$ cat src/rtl/read_polyq_stream_pkg.sv
// Shared constants, the reader state encoding and the length clamp for the polyQ stream reader.
package read_polyq_stream_pkg;

  localparam int ADDR_W = 11;
  localparam int DATA_W = 13;
  localparam int N_COEF = 757;
  localparam int Q      = 4591;

  localparam logic [DATA_W-1:0] Q_W      = DATA_W'(Q);
  localparam logic [DATA_W-1:0] HALF_Q_W = DATA_W'((Q - 1) / 2);

  typedef enum logic [1:0] {
    ST_IDLE,
    ST_STREAM,
    ST_DRAIN,
    ST_DONE
  } rd_state_e;

  // Requests longer than the polynomial are cut down to a full sweep.
  function automatic logic [ADDR_W-1:0] clamp_len(input logic [ADDR_W-1:0] len);
    return (len > ADDR_W'(N_COEF)) ? ADDR_W'(N_COEF) : len;
  endfunction

endpackage

$ cat src/rtl/read_polyq_stream_skid_fifo.sv
// Two-entry FIFO carrying {last, coefficient}; a push and a pop may share a cycle even when full.
module read_polyq_stream_skid_fifo #(
  parameter int W = 14
) (
  input  logic         clk,
  input  logic         rst,
  input  logic         push_i,
  input  logic [W-1:0] wdata_i,
  input  logic         pop_i,
  output logic [W-1:0] rdata_o,
  output logic         empty_o,
  output logic         full_o,
  output logic [1:0]   count_o
);

  logic [W-1:0] mem_q [2];
  logic         wr_ptr_q, rd_ptr_q;
  logic [1:0]   count_q;
  logic         do_push, do_pop;

  assign empty_o = (count_q == 2'd0);
  assign full_o  = (count_q == 2'd2);
  assign count_o = count_q;
  assign rdata_o = mem_q[rd_ptr_q];

  assign do_pop  = pop_i && !empty_o;
  assign do_push = push_i && (!full_o || do_pop);

  always_ff @(posedge clk or posedge rst) begin
    if (rst) begin
      mem_q[0] <= '0;
      mem_q[1] <= '0;
      wr_ptr_q <= 1'b0;
      rd_ptr_q <= 1'b0;
      count_q  <= 2'd0;
    end else begin
      if (do_push) begin
        mem_q[wr_ptr_q] <= wdata_i;
        wr_ptr_q        <= ~wr_ptr_q;
      end
      if (do_pop) begin
        rd_ptr_q <= ~rd_ptr_q;
      end
      case ({do_push, do_pop})
        2'b10:   count_q <= count_q + 2'd1;
        2'b01:   count_q <= count_q - 2'd1;
        default: count_q <= count_q;
      endcase
    end
  end

endmodule

$ cat src/rtl/read_polyq_stream.sv
// Sweeps the polyQ RAM from address 0 to len-1 and streams coefficients over valid/ready.
// Define CENTER_LIFT_EN to map each coefficient c to c-Q when c > (Q-1)/2.
module read_polyq_stream
  import read_polyq_stream_pkg::*;
(
  input  logic              clk,
  input  logic              rst,
  input  logic              start_i,
  input  logic [ADDR_W-1:0] len_i,
  output logic              mem_en_o,
  output logic [ADDR_W-1:0] mem_addr_o,
  input  logic [DATA_W-1:0] mem_output_i,
  output logic [DATA_W-1:0] out_data_o,
  output logic              out_valid_o,
  input  logic              out_ready_i,
  output logic              out_last_o,
  output logic              busy_o,
  output logic              read_done_o
);

  rd_state_e         state_q, state_d;
  logic [ADDR_W-1:0] len_q, rd_cnt_q, beat_q, len_eff;
  logic              inflight_q, inflight_last_q;
  logic              fifo_empty, fifo_full;
  logic [1:0]        fifo_count;
  logic [DATA_W:0]   fifo_rdata;
  logic [DATA_W-1:0] coef, coef_out;
  logic [2:0]        credit;
  logic              pop, issue, last_issue, last_beat;

  assign len_eff     = clamp_len(len_i);
  assign out_valid_o = !fifo_empty;
  assign pop         = out_valid_o && out_ready_i;
  assign last_issue  = (rd_cnt_q == len_q - ADDR_W'(1));
  assign last_beat   = (beat_q == len_q - ADDR_W'(1));

  // A beat leaving this cycle frees its slot before the new read can land, keeping 1 beat/cycle.
  assign credit = {1'b0, fifo_count} + {2'b00, inflight_q} - {2'b00, pop};
  assign issue  = (state_q == ST_STREAM) && (credit < 3'd2) && !(fifo_full && !pop);

  always_comb begin
    state_d = state_q;
    case (state_q)
      ST_IDLE:   if (start_i) state_d = (len_eff == '0) ? ST_DONE : ST_STREAM;
      ST_STREAM: if (issue && last_issue) state_d = ST_DRAIN;
      ST_DRAIN:  if (pop && last_beat) state_d = ST_DONE;
      ST_DONE:   state_d = ST_IDLE;
      default:   state_d = ST_IDLE;
    endcase
  end

  always_ff @(posedge clk or posedge rst) begin
    if (rst) state_q <= ST_IDLE;
    else     state_q <= state_d;
  end

  always_ff @(posedge clk or posedge rst) begin
    if (rst) begin
      len_q           <= '0;
      rd_cnt_q        <= '0;
      beat_q          <= '0;
      inflight_q      <= 1'b0;
      inflight_last_q <= 1'b0;
    end else begin
      if (state_q == ST_IDLE && start_i) begin
        len_q    <= len_eff;
        rd_cnt_q <= '0;
        beat_q   <= '0;
      end else begin
        if (issue) rd_cnt_q <= rd_cnt_q + ADDR_W'(1);
        if (pop)   beat_q   <= beat_q + ADDR_W'(1);
      end
      inflight_q      <= issue;
      inflight_last_q <= issue && last_issue;
    end
  end

  read_polyq_stream_skid_fifo #(.W(DATA_W + 1)) u_fifo (
    .clk     (clk),
    .rst     (rst),
    .push_i  (inflight_q),
    .wdata_i ({inflight_last_q, mem_output_i}),
    .pop_i   (pop),
    .rdata_o (fifo_rdata),
    .empty_o (fifo_empty),
    .full_o  (fifo_full),
    .count_o (fifo_count)
  );

  assign coef = fifo_rdata[DATA_W-1:0];

`ifdef CENTER_LIFT_EN
  assign coef_out = (coef > HALF_Q_W) ? coef - Q_W : coef;
`else
  assign coef_out = coef;
`endif

  assign out_data_o  = out_valid_o ? coef_out : '0;
  assign out_last_o  = out_valid_o && fifo_rdata[DATA_W];
  assign mem_en_o    = issue;
  assign mem_addr_o  = rd_cnt_q;
  assign busy_o      = (state_q != ST_IDLE);
  assign read_done_o = (state_q == ST_DONE);

endmodule

$ cat config.mk
export PLATFORM = sky130hd
export DESIGN_NAME = read_polyq_stream
export DESIGN_NICKNAME = d
export VERILOG_FILES = /design/src/rtl/read_polyq_stream_pkg.sv /design/src/rtl/read_polyq_stream_skid_fifo.sv /design/src/rtl/read_polyq_stream.sv
export SDC_FILE = /design/constraint.sdc
export NUM_CORES = 1
export LEC_CHECK = 0
export BUFFER_PORTS_ARGS = -buffer_cell sky130_fd_sc_hd__buf_4
export CAP_MARGIN = 20
export CORE_ASPECT_RATIO = 1.4
export CORE_MARGIN = 2
export CORE_UTILIZATION = 30
export CTS_BUF_LIST = sky130_fd_sc_hd__clkbuf_8
export DETAILED_ROUTE_END_ITERATION = 16
export PLACE_DENSITY_LB_ADDON = 0.1
export SETUP_SLACK_MARGIN = 0.02
export SLEW_MARGIN = 20
export SYNTH_ARGS = -nofsm -noshare
export SYNTH_HDL_FRONTEND = slang
export SYNTH_HIERARCHICAL = 1
export SYNTH_SLANG_ARGS = --single-unit
$ cat constraint.sdc
create_clock -name clk -period 5 [get_ports clk]
set_clock_uncertainty 0.05 [all_clocks]
set_input_delay 1 -clock clk [delete_from_list [all_inputs] [get_ports clk]]
set_output_delay 1 -clock clk [all_outputs]
set_load 0.01 [all_outputs]
; ---- After elaboration in Yosys (flattened, before gate mapping)
; Index checks and enable logic that the tools add are counted.
[word_totals]
regBits = 69
latch_bits = 0
ramBits = 0
mem_bits_ro = 0
in_bits = 28
wordCells = 80
mem_count = 0
[op_classes]
addsub = 7
mul = 0
n_div = 0
n_lt_le_gt_ge = 5
eq_ne = 11
n_shift = 0
n_mux = 18
bitwise = 4
reduce_logical = 24
[op_table]
columns = op, n
row1 = 14-bit 2-to-1 mux, 4
row2 = 11-bit 2-to-1 mux, 5
row3 = 28-bit bitwise mux, 1
row4 = 11-bit by 1-bit adder with 11-bit output (second input constant), 2
row5 = 11-bit == test, 2
row6 = 14-bit demux with 1-bit select, 1
row7 = 13-bit 2-to-1 mux, 1
row8 = 11-bit by 10-bit greater-than comparator with 1-bit output (second input constant), 1
row9 = 1-bit logical AND, 11
row10 = 11-bit zero test, 1
row11 = 11-bit by 1-bit subtractor with 11-bit output (second input constant), 1
row12 = 2-bit == test (second input constant), 4
row13 = 2-bit 2-to-1 mux, 4
row14 = 2-bit case mux with 4 select lines, 1
row15 = 2-bit nonzero test, 4
row16 = 2-bit by 1-bit == test with 1-bit output (second input constant), 2
row17 = 2-bit >= comparator (second input constant), 2
row18 = 1-bit zero test, 4
row19 = 2-bit zero test, 2
row20 = 2-bit inequality test (second input constant), 2
row21 = 1-bit NOT with 2-bit output, 2
row22 = 2-bit case mux with 2 select lines, 1
row23 = 2-bit by 1-bit adder with 3-bit output, 1
row24 = 3-bit by 2-bit < comparator with 1-bit output (second input constant), 1
row25 = 8 further kinds, 9

; ---- Depth between registers and ports, before layout
; Gate-level depths: netlist (run 1).
[depth]
depth_word = 10
depth_mapped = 13

; ---- By module
; Netlist (run 1), hierarchy kept.
[modules_own_cells]
columns = mod, n_inst, cells_per_inst, area_each_um2
row1 = read_polyq_stream, 1, 310, 2690.1
row2 = read_polyq_stream_skid_fifo, 1, 102, 1550.2

; ---- Worst setup path before layout (run 1)
; No wires, ideal clock.
[synth_timing]
path_type = in2reg
from = in out_ready_i
to = reg state_q[1]
arrival_time_ps = 3721
required_time_ps = 4871
setup_slack_ps = 1150
stages = 12
n_path_buf = 0
cell_sequence = nand2b_1 > inv_1 > ha_1 > nand2b_1 > fa_1 > nand2_1 > a211oi_4 > o2111ai_1 > nor4b_2 > nand4_1 > a22oi_2 > mux2i_1
[synth_via]
elab_chain_cells = 8
word_cells_on_any_way = 13
cone_classes = add/sub: 1 / order compare: 1 / eq/ne: 2 / reduce/logical: 9
[synth_rtl]
columns = element, line_no
row1 = from (decl), read_polyq_stream.sv:15  ; input logic out_ready_i,
row2 = 1-bit logical AND *, read_polyq_stream.sv:33  ; assign pop = out_valid_o && out_ready_i;
row3 = via pop, read_polyq_stream.sv:29  ; logic pop, issue, last_issue, last_beat;
row4 = 3-bit by 1-bit subtractor with 3-bit output / 1-bit zero test (equally long branches), "read_polyq_stream.sv:38, read_polyq_stream.sv:39"
row5 = 3-bit by 2-bit < comparator with 1-bit output / 1-bit logical AND (equally long branches), read_polyq_stream.sv:39  ; assign issue = (state_q == ST_STREAM) && (credit < 3'd2) && !(fifo_full && !pop);
row6 = 1-bit logical AND / 1-bit zero test (equally long branches), read_polyq_stream.sv:39
row7 = 1-bit logical AND *, read_polyq_stream.sv:39
row8 = via mem_en_o, read_polyq_stream.sv:10  ; output logic mem_en_o,
row9 = 1-bit logical AND *, read_polyq_stream.sv:45  ; ST_STREAM: if (issue && last_issue) state_d = ST_DRAIN;
row10 = 2-bit by 1-bit inequality test with 1-bit output (no source line) *, -
row11 = 3-bit AND reduction (no source line) *, -
row12 = to (signal assigned), read_polyq_stream.sv:54  ; else state_q <= state_d;
row13 = to (decl), read_polyq_stream.sv:21  ; rd_state_e state_q, state_d;
; The timed path passes the listed nets; every way through them passes the cells marked *.
; A chain may end at the register's enable or synchronous reset.

; ---- Worst setup path in the final report (run 1)
[layout_timing]
from = in out_ready_i
to = out mem_en_o
[layout_via]
elab_chain_cells = 5
word_cells_on_any_way = 8
cone_classes = add/sub: 1 / order compare: 1 / reduce/logical: 6
[layout_rtl]
columns = element, line_no
row1 = 1-bit logical AND *, read_polyq_stream.sv:33
row2 = via pop, read_polyq_stream.sv:29
row3 = 3-bit by 1-bit subtractor with 3-bit output / 1-bit zero test (equally long branches), "read_polyq_stream.sv:38, read_polyq_stream.sv:39"
row4 = 3-bit by 2-bit < comparator with 1-bit output / 1-bit logical AND (equally long branches), read_polyq_stream.sv:39
row5 = 1-bit logical AND / 1-bit zero test (equally long branches), read_polyq_stream.sv:39
row6 = 1-bit logical AND *, read_polyq_stream.sv:39
row7 = to (decl), read_polyq_stream.sv:10
; Marked as above.

==> flow_summary_export.csv, run 1 <==
group,metric,value,unit
sta,holdWs,0.434,ns
global_routing,first_global_vias,3372,
synth,synthCells,412,
synth,yosys_warnings,6,
cells_and_area,nets,499,
worst_setup_path,crit_fanout,9,
clock_network,clkSlewWorstSetupHoldPaths,0.08,ns
route,vias_per_cell,4.85,
run,maxCapViolations,0,
sta,finalSetupTns,0,ns
route,vias,3159,
global_routing,grt_usage,14.8,%
synth,synth_area_leaders,"dfrtp_1 (41%), mux2_4 (7.1%), mux2_2 (5.8%)",
worst_setup_path,critPathLaunchType,"input pin",
run_status,status,"finished, final reports clean",
sta,rsz0062_at_grt,"no",
sta,worst_slew_pin_slew,0.992,ns
sta,relSlewSlack,33.9,%
clock_network,cts_tree,"yes",
cells_and_area,n_antenna_cell,0,
clock_network,cts_hold_buf,0,
sta,setup_viol,0,
global_routing,antenna_found_initial,0,
floorplanning,start_util,30.6,%
synth,yosysMostFrequentCell,"dfrtp_1",
clock_network,post_cts_resized,0,
sta,slew_violations,0,
clock_network,clk-insertion-delay-late,0.36,ns
hold_path,hp-class,"reg -> reg",
sta,max_freq,239,MHz
synth,ys_ff_latch,69,
synth,async_flop_share,100,%
worst_setup_path,crit_type,"in -> out",
route,drtIter0Drc,103,
global_routing,grt_pass1_wl,17500,µm
global_routing,grt_start_max_net_pins,38,
route,wl,10500,µm
synth,ys_types,60,
global_routing,grt_overflow,0,
placed_design,globalplace.congestion,0.868,
sta,finalCritPeriodShare,83.8,%
pwr,p_per_area,584,mW/mm²
placed_design,hpwl,7670,µm
cells_and_area,area_growth,16.7,%
floorplanning,dieArea,0.0151,mm²
sta,hold_violations,0,
floorplanning,coreArea,0.0138,mm²
clock_network,postCtsSetupBuffers,0,
pwr,p_leak,2.17,nW
synth,synth_top_area_share,40.7,%
floorplanning,die_w,104,µm
synth,synthTopCellsByCount,"dfrtp_1 (69), nand2_1 (34), nor2_1 (28)",
clock_network,h-tree-depth,3,
route,antenna_left,0,
route,firstDrtPassIters,4,
worst_setup_path,cp.required,3.95,ns
clock_network,cts_buffers,9,
worst_setup_path,crit_path_end_kind,"output port",
clock_network,cts_buffer_depth,2,
route,avgRoutedWirePerCell,16.1,µm
sta,fin_crit,4.19,ns
synth,synthFlopType,"dfrtp_1",
pwr,peakVddDrop,0.335,mV
placed_design,port_buffers,56,
cells_and_area,fill_cells,1424,
synth,yosys.area.top_type,"dfrtp_1",
synth,synth_area,0.00424,mm²
worst_setup_path,cp.arrival,3.14,ns
clock_network,clock_sinks,69,
synth,syn-num-nets,450,
floorplanning,fp.dieH,145,µm
cells_and_area,drive_above_1_share,28.5,%
clock_network,clock-root-buffer,"clkbuf_8",
route,drc,0,
floorplanning,rows,51,
floorplanning,io_pins,57,
synth,yosysSeqAreaShare,40.7,%
synth,synth_edf_count,0,
synth,syn_area_per_cell,10.3,µm²
==> final timing paths <==
check | slack, ns | end | depth (start not counted) | startpoint
hold reg to reg | 0.43 | u_fifo/wr_ptr_q$_DFFE_PP0P_ | 1 | u_fifo/wr_ptr_q$_DFFE_PP0P_
max in group asynchronous | 3.69 | u_fifo/mem_q[23]$_DFFE_PP0P_ | 3 | rst
min in group asynchronous | 0.58 | u_fifo/count_o[0]$_DFFE_PP0P_ | 2 | rst
setup / recovery | 0.81 | mem_en_o | 9 | out_ready_i
hold / removal | 0.43 | u_fifo/wr_ptr_q$_DFFE_PP0P_ | 1 | u_fifo/wr_ptr_q$_DFFE_PP0P_
setup reg to reg | 1.20 | state_q[1]$_DFFE_PP0P_ | 13 | u_fifo/count_o[1]$_DFFE_PP0P_
==> state kept, by name (all words and copies together), names as in the netlist <==
signal	flops
state_q	2
u_fifo/mem_q	28
len_q	11
u_fifo/rd_ptr_q	1
u_fifo/count_o	2
beat_q	11
u_fifo/wr_ptr_q	1
inflight_last_q	1
mem_addr_o	11
inflight_q	1
==> cells by family after synthesis <==
family | count (synthesis) | share of synthesized area [%]
buf+inv | 42 | 5.52
compound gates | 64 | 10.4
fa+ha+maj | 11 | 3.36
mux | 46 | 13.9
xor+xnor | 39 | 8.06
simple gates | 141 | 18.1
flops | 69 | 40.7
==> through the flow <==
| step | total power, W | instances | cell area (µm²) | worst slack [ns] | util [%] |
|---|---|---|---|---|---|
| global placement | 0.00248 | 635 | 4770 | 0.810 | 34.4 |
| finish | 0.00289 | 651 | 4950 | 0.808 | 35.7 |
| global route | 0.00313 | 651 | 4950 | 0.640 | 35.7 |
| detailed placement | 0.00248 | 635 | 4770 | 0.708 | 34.4 |
| CTS | 0.00294 | 651 | 4950 | 0.759 | 35.7 |
| floorplan | 0.00207 | 412 | 4240 | 1.15 | - |
==> layout by cell type (no fill, tap or decap), types with 18 or more instances in the layout <==
| cell type | Yosys | final |
|---|---|---|
| inv_1 | 19 | 19 |
| o21ai_0 | 19 | 19 |
| dfrtp_1 | 69 | 69 |
| xor2_1 | 21 | 21 |
| mux2_2 | 22 | 22 |
| nor2_1 | 28 | 28 |
| buf_4 | 1 | 61 |
| mux2_4 | 20 | 20 |
| xnor2_1 | 18 | 18 |
| nand2_1 | 34 | 34 |
==> critical path, stage by stage <==
cell,delay [ns]
buf_4,0.11
nand2b_1,0.20
inv_1,0.11
ha_1,0.28
nand2b_1,0.15
fa_1,0.49
nand2_1,0.09
a211oi_4,0.49
buf_4,0.22
==> where the power goes <==
group | internal [W] | leakage [nW] | switching (W)
logic | 0.000761 | 1.20 | 0.000672
clock network | 0.000186 | 0.0906 | 0.000249
registers | 0.000757 | 0.876 | 0.000265
==> area by class of cell <==
class / count / area (µm²) / share of cell area, %
Sequential cell: 69 / 1730 / 34.9
Tap cell: 185 / 231 / 4.68
Clock inverter: 7 / 56.3 / 1.14
Multi-Input combinational cell: 301 / 2280 / 46.1
Timing Repair Buffer: 61 / 458 / 9.26
Clock buffer: 9 / 124 / 2.50
Inverter: 19 / 71.3 / 1.44
==> per-layer routing <==
layer,track usage [%],routed length (µm),vias to the layer above
li1,-,-,1534
met1,17.1,4450,1526
met2,26.6,5410,80
met3,2.60,341,19
met4,7.40,264,0
met5,0,0,-
No activity file was read; power rests on OpenSTA's default activity.
==> inputs of run 2 (changes only) <==
==> constraint.sdc (replaced) <==
create_clock -name clk -period 3.8 [get_ports clk]
set_clock_uncertainty 0.05 [all_clocks]
set_input_delay 0.76 -clock clk [delete_from_list [all_inputs] [get_ports clk]]
set_output_delay 0.76 -clock clk [all_outputs]
set_load 0.01 [all_outputs]
==> run 2 against run 1 <==
Clock power grew 45%. Critical path type is now reg -> out. Cell area increased by 1.8%. Critical path depth rose by 1.
==> flow_summary_export.csv, run 2 (synthesis results as in run 1) <==
group,metric,value,unit
run_status,status,"finished, final reports clean",
sta,fin_crit,3.56,ns
sta,rsz0062_at_grt,"no",
global_routing,grt_overflow,0,
sta,holdWs,0.416,ns
pwr,p_leak,2.21,nW
route,firstDrtPassIters,4,
global_routing,grt_pass1_wl,17100,µm
global_routing,grt_usage,14.6,%
cells_and_area,fin_area,0.00503,mm²
pwr,p_per_area,783,mW/mm²
floorplanning,io_pins,57,
pwr,p_total,0.00394,W
worst_setup_path,cp.arrival,2.75,ns
hold_path,hp-class,"in -> async",
clock_network,clk-insertion-delay-late,0.36,ns
floorplanning,start_util,30.6,%
cells_and_area,final_cell_mix,"dfrtp_1 (67), buf_4 (66), nand2_1 (34)",
sta,relSlewSlack,35.9,%
sta,slew_violations,0,
route,vias,3199,
floorplanning,dieArea,0.0151,mm²
route,avgRoutedWirePerCell,16.1,µm
route,wl,10600,µm
run,maxCapViolations,0,
sta,worst_slew_pin_slew,0.961,ns
placed_design,dpl_cell_area,0.00478,mm²
worst_setup_path,crit_type,"reg -> out",
sta,finalSetupTns,0,ns
cells_and_area,drive_above_1_share,30.0,%
worst_setup_path,startpoint,"u_fifo/count_o[0]$_DFFE_PP0P_",
clock_network,cts_buffers,9,
placed_design,hpwl,7780,µm
route,drc,0,
clock_network,cts_buffer_depth,2,
route,drtIter0Drc,166,
global_routing,first_global_vias,3333,
cells_and_area,nets,506,
cells_and_area,fin_util,36.4,%
placed_design,port_buffers,56,
route,vias_per_cell,4.86,
floorplanning,rows,51,
clock_network,h-tree-depth,3,
placed_design,globalplace.congestion,0.880,
pwr,peakVddDrop,0.335,mV
route,antenna_left,0,
global_routing,grt_start_max_net_pins,38,
floorplanning,coreArea,0.0138,mm²
floorplanning,fp.dieH,145,µm
sta,setup_viol,0,
clock_network,clock_sinks,69,
worst_setup_path,r2r-start,"u_fifo/count_o[0]$_DFFE_PP0P_",
cells_and_area,area_growth,18.7,%
cells_and_area,largest_register_ffs,28,
sta,finalCritPeriodShare,93.6,%
clock_network,cts_tree,"yes",
clock_network,clkSlewWorstSetupHoldPaths,0.09,ns
global_routing,antenna_found_initial,0,
cells_and_area,top_register,"u_fifo/mem_q",
sta,max_freq,281,MHz
worst_setup_path,crit_fanout,8,
sta,hold_violations,0,
floorplanning,die_w,104,µm
worst_setup_path,critPathLaunchType,"register",
worst_setup_path,crit_path_end_kind,"output port",
cells_and_area,fill_cells,1406,
cells_and_area,n_antenna_cell,0,
clock_network,clock-root-buffer,"clkbuf_8",
worst_setup_path,cp.required,2.99,ns
cells_and_area,final_common_cell,"dfrtp_1",
==> run 2: cell count changes in the layout (fill, tap and decap cells not counted) <==
| cell | delta |
|---|---|
| dfrtp_1 | -2 |
| buf_4 | +5 |
| buf_6 | +2 |
| clkinv_2 | -1 |
| bufinv_16 | +1 |
| dfrtp_2 | +2 |
==> run 2: final cells by class <==
| cell class | instances | area (µm²) | share of cell area, % |
|---|---|---|---|
| Clock inverter | 7 | 81.3 | 1.62 |
| Multi-Input combinational cell | 301 | 2280 | 45.3 |
| Tap cell | 185 | 231 | 4.60 |
| Inverter | 19 | 71.3 | 1.42 |
| Clock buffer | 9 | 124 | 2.46 |
| Timing Repair Buffer | 68 | 518 | 10.3 |
| Sequential cell | 69 | 1730 | 34.3 |
==> run 2: power by group <==
group          internal, W  switching (W)  total (W)
sequential        0.000998       0.000353    0.00135
clock             0.000312       0.000319   0.000631
combinational      0.00105       0.000908    0.00196
total              0.00236        0.00158    0.00394
==> run 2: final timing paths <==
kind | to | slack, ns | depth (start not counted)
worst max register to register | state_q[1]$_DFFE_PP0P_ | 0.40 | 14
worst max-delay path | mem_en_o | 0.24 | 10
max in group asynchronous | u_fifo/count_o[1]$_DFFE_PP0P_ | 2.73 | 3
worst min-delay path | u_fifo/mem_q[4]$_DFFE_PP0P_ | 0.42 | 2
min in group clk | u_fifo/wr_ptr_q$_DFFE_PP0P_ | 0.44 | 1
worst min register to register | u_fifo/wr_ptr_q$_DFFE_PP0P_ | 0.44 | 1
==> run 2: worst max-delay path, cell delays in order, from the launching register on <==
cell and delay (ns):
dfrtp_2 0.45, nor2_1 0.14, nand2b_1 0.14, inv_1 0.09
ha_1 0.28, nand2b_1 0.15, fa_1 0.39, xor2_1 0.20
a211oi_4 0.26, buf_6 0.17, buf_4 0.12
==> run 2: what timing repair did <==
action / CTS / global route
hold buffers: 0 / 0
buffers inserted: 0 / 4
resized for setup: 0 / 3
setup endpoints to repair: 0 / 1
==> run 2: metrics by stage <==
stage                     worst slack (ns)  cells
final                                0.244    658
after global placement               0.288    637
after global routing                0.0365    658
after detailed placement             0.220    637
after floorplan                      0.131    412
after CTS                            0.105    653
==> run 2: metal layers <==
layer | track usage [%] | up-vias | share of wire, %
met5 | 0 | - | 0
met2 | 27.0 | 63 | 52
met4 | 7.18 | 0 | 2.8
met3 | 2.69 | 15 | 3.0
li1 | - | 1551 | -
met1 | 16.0 | 1570 | 42
==> inputs of run 3 (changes only) <==
==> constraint.sdc (replaced) <==
create_clock -name clk -period 3.9 [get_ports clk]
set_clock_uncertainty 0.05 [all_clocks]
set_input_delay 0.78 -clock clk [delete_from_list [all_inputs] [get_ports clk]]
set_output_delay 0.78 -clock clk [all_outputs]
set_load 0.01 [all_outputs]
==> run 3 against run 2 <==
Sequential power barely moved. Register-to-register slack improved by 0.15 ns. Clock power rose by 6.3%. Worst setup slack improved by 0.030 ns. Via count fell by 1.5%. Die area did not move. Global-route usage rose by 0.44 points. First-iteration DRC count rose by 5.4%. Cell area fell by 0.60%. Cell count fell by 0.76%. Critical endpoint unchanged.
==> flow_summary_export.csv, run 3 (synthesis results as in run 1) <==
group,metric,value,unit
run_status,status,"finished, final reports clean",
floorplanning,start_util,30.6,%
worst_setup_path,crit_fanout,9,
cells_and_area,final_common_cell,"dfrtp_1",
route,firstDrtPassIters,5,
placed_design,hpwl,7950,µm
clock_network,post_cts_resized,0,
global_routing,antenna_found_initial,0,
clock_network,cts_buffers,9,
clock_network,clk-insertion-delay-late,0.35,ns
placed_design,globalplace.congestion,0.839,
route,avgRoutedWirePerCell,16.6,µm
floorplanning,coreArea,0.0138,mm²
sta,relSlewSlack,34.4,%
global_routing,grt_usage,15.0,%
sta,finalSetupTns,0,ns
sta,fin_crit,3.63,ns
placed_design,dp.cells,637,
route,vias_per_cell,4.83,
pwr,peakVddDrop,0.411,mV
clock_network,clock-root-buffer,"clkbuf_8",
clock_network,h-tree-depth,3,
worst_setup_path,crit_slowest_cell,"fa_1",
floorplanning,rows,51,
cells_and_area,largest_register_ffs,28,
worst_setup_path,crit_path_end_kind,"output port",
cells_and_area,top_register,"u_fifo/mem_q",
worst_setup_path,critPathMaxStageDelay,0.50,ns
cells_and_area,fin_area,0.00500,mm²
floorplanning,dieArea,0.0151,mm²
route,wl,10800,µm
clock_network,postCtsSetupBuffers,0,
placed_design,port_buffers,56,
sta,max_freq,276,MHz
pwr,p_leak,2.20,nW
route,drtIter0Drc,175,
clock_network,clkSlewWorstSetupHoldPaths,0.09,ns
sta,rsz0062_at_grt,"no",
route,vias,3152,
clock_network,cts_tree,"yes",
global_routing,first_global_vias,3290,
cells_and_area,final_cell_mix,"dfrtp_1 (69), buf_4 (63), nand2_1 (34)",
global_routing,grt_start_max_net_pins,38,
cells_and_area,fin_cells,653,
sta,finalCritPeriodShare,93.0,%
worst_setup_path,worstPathCellList,"nor2_1 -> nand2b_1 -> inv_1 -> ha_1 -> nand2b_1 -> fa_1 -> nand2_1 -> a211oi_4 -> buf_4 -> buf_4",
floorplanning,die_w,104,µm
cells_and_area,n_antenna_cell,0,
sta,hold_violations,0,
route,antenna_left,0,
placed_design,dpl_cell_area,0.00478,mm²
pwr,p_per_area,773,mW/mm²
global_routing,grt_overflow,0,
clock_network,clock_sinks,69,
sta,worst_slew_pin_slew,0.984,ns
floorplanning,io_pins,57,
worst_setup_path,cp.arrival,2.80,ns
floorplanning,fp.dieH,145,µm
worst_setup_path,critPathLaunchType,"register",
cells_and_area,area_growth,18.0,%
hold_path,hp-class,"in -> async",
worst_setup_path,cp.required,3.07,ns
cells_and_area,nets,501,
clock_network,cts_hold_buf,0,
sta,setup_viol,0,
run,maxCapViolations,0,
global_routing,grt_pass1_wl,17500,µm
sta,slew_violations,0,
cells_and_area,drive_above_1_share,29.1,%
cells_and_area,fin_util,36.1,%
clock_network,cts_buffer_depth,2,
worst_setup_path,crit_type,"reg -> out",
route,drc,0,
[run 3: cell count changes in the layout (fill, tap and decap cells not counted), sizes merged]
cell | before | now
bufinv | 1 | 2
buf | 68 | 63
inv | 22 | 20
clkinv | 2 | 3
[run 3: per-layer routing]
layer | GRT usage, % | up-vias | routed length (µm)
li1 | - | 1543 | -
met1 | 17.1 | 1510 | 4560
met2 | 28.1 | 85 | 5650
met3 | 2.73 | 14 | 367
met4 | 5.41 | 0 | 248
met5 | 0 | - | 0
[run 3: critical path, delay by kind of cell (launching register included)]
family,cells,cell delay (ns)
adder cells (fa/ha/maj),2,0.76
flip-flops,1,0.49
AND/OR/NAND/NOR,4,0.56
buffers and inverters,3,0.40
AO/OA/AOI/OAI,1,0.24
[run 3: cell type report]
| cell class | instances | area, µm² |
|---|---|---|
| fill | 1431 | 8840 |
| multi-input combinational | 301 | 2280 |
| sequential | 69 | 1730 |
| timing repair buffer | 63 | 473 |
| tap | 185 | 231 |
| clock buffer | 9 | 124 |
| clock inverter | 7 | 98.8 |
| inverter | 19 | 71.3 |
[run 3: final timing paths]
check                                         startpoint                           end  cells after the start  slack (ns)
max                        u_fifo/count_o[1]$_DFFE_PP0P_                      mem_en_o                     10        0.27
min                                                  rst  u_fifo/mem_q[20]$_DFFE_PP0P_                      2        0.43
max reg2reg                u_fifo/count_o[1]$_DFFE_PP0P_     mem_addr_o[7]$_DFFE_PP0P_                     13        0.55
min reg2reg                  u_fifo/wr_ptr_q$_DFFE_PP0P_   u_fifo/wr_ptr_q$_DFFE_PP0P_                      1        0.44
max in group asynchronous                            rst  u_fifo/mem_q[15]$_DFFE_PP0P_                      3        2.85
min in group clk             u_fifo/wr_ptr_q$_DFFE_PP0P_   u_fifo/wr_ptr_q$_DFFE_PP0P_                      1        0.44
[run 3: through the flow]
stage	hold WS (ns)	setup WS (ns)	power (W)
after floorplan	0.401	0.231	0.00265
after global placement	0.416	0.420	0.00321
after detailed placement	0.431	0.349	0.00322
after CTS	0.442	0.220	0.00392
after global routing	0.455	0.0770	0.00415
final	0.432	0.274	0.00387
[run 3: power by group]
part           leakage [nW]  internal (W)  switching, W
logic                  1.21      0.000991      0.000887
registers             0.876      0.000970      0.000347
clock network         0.110      0.000364      0.000308
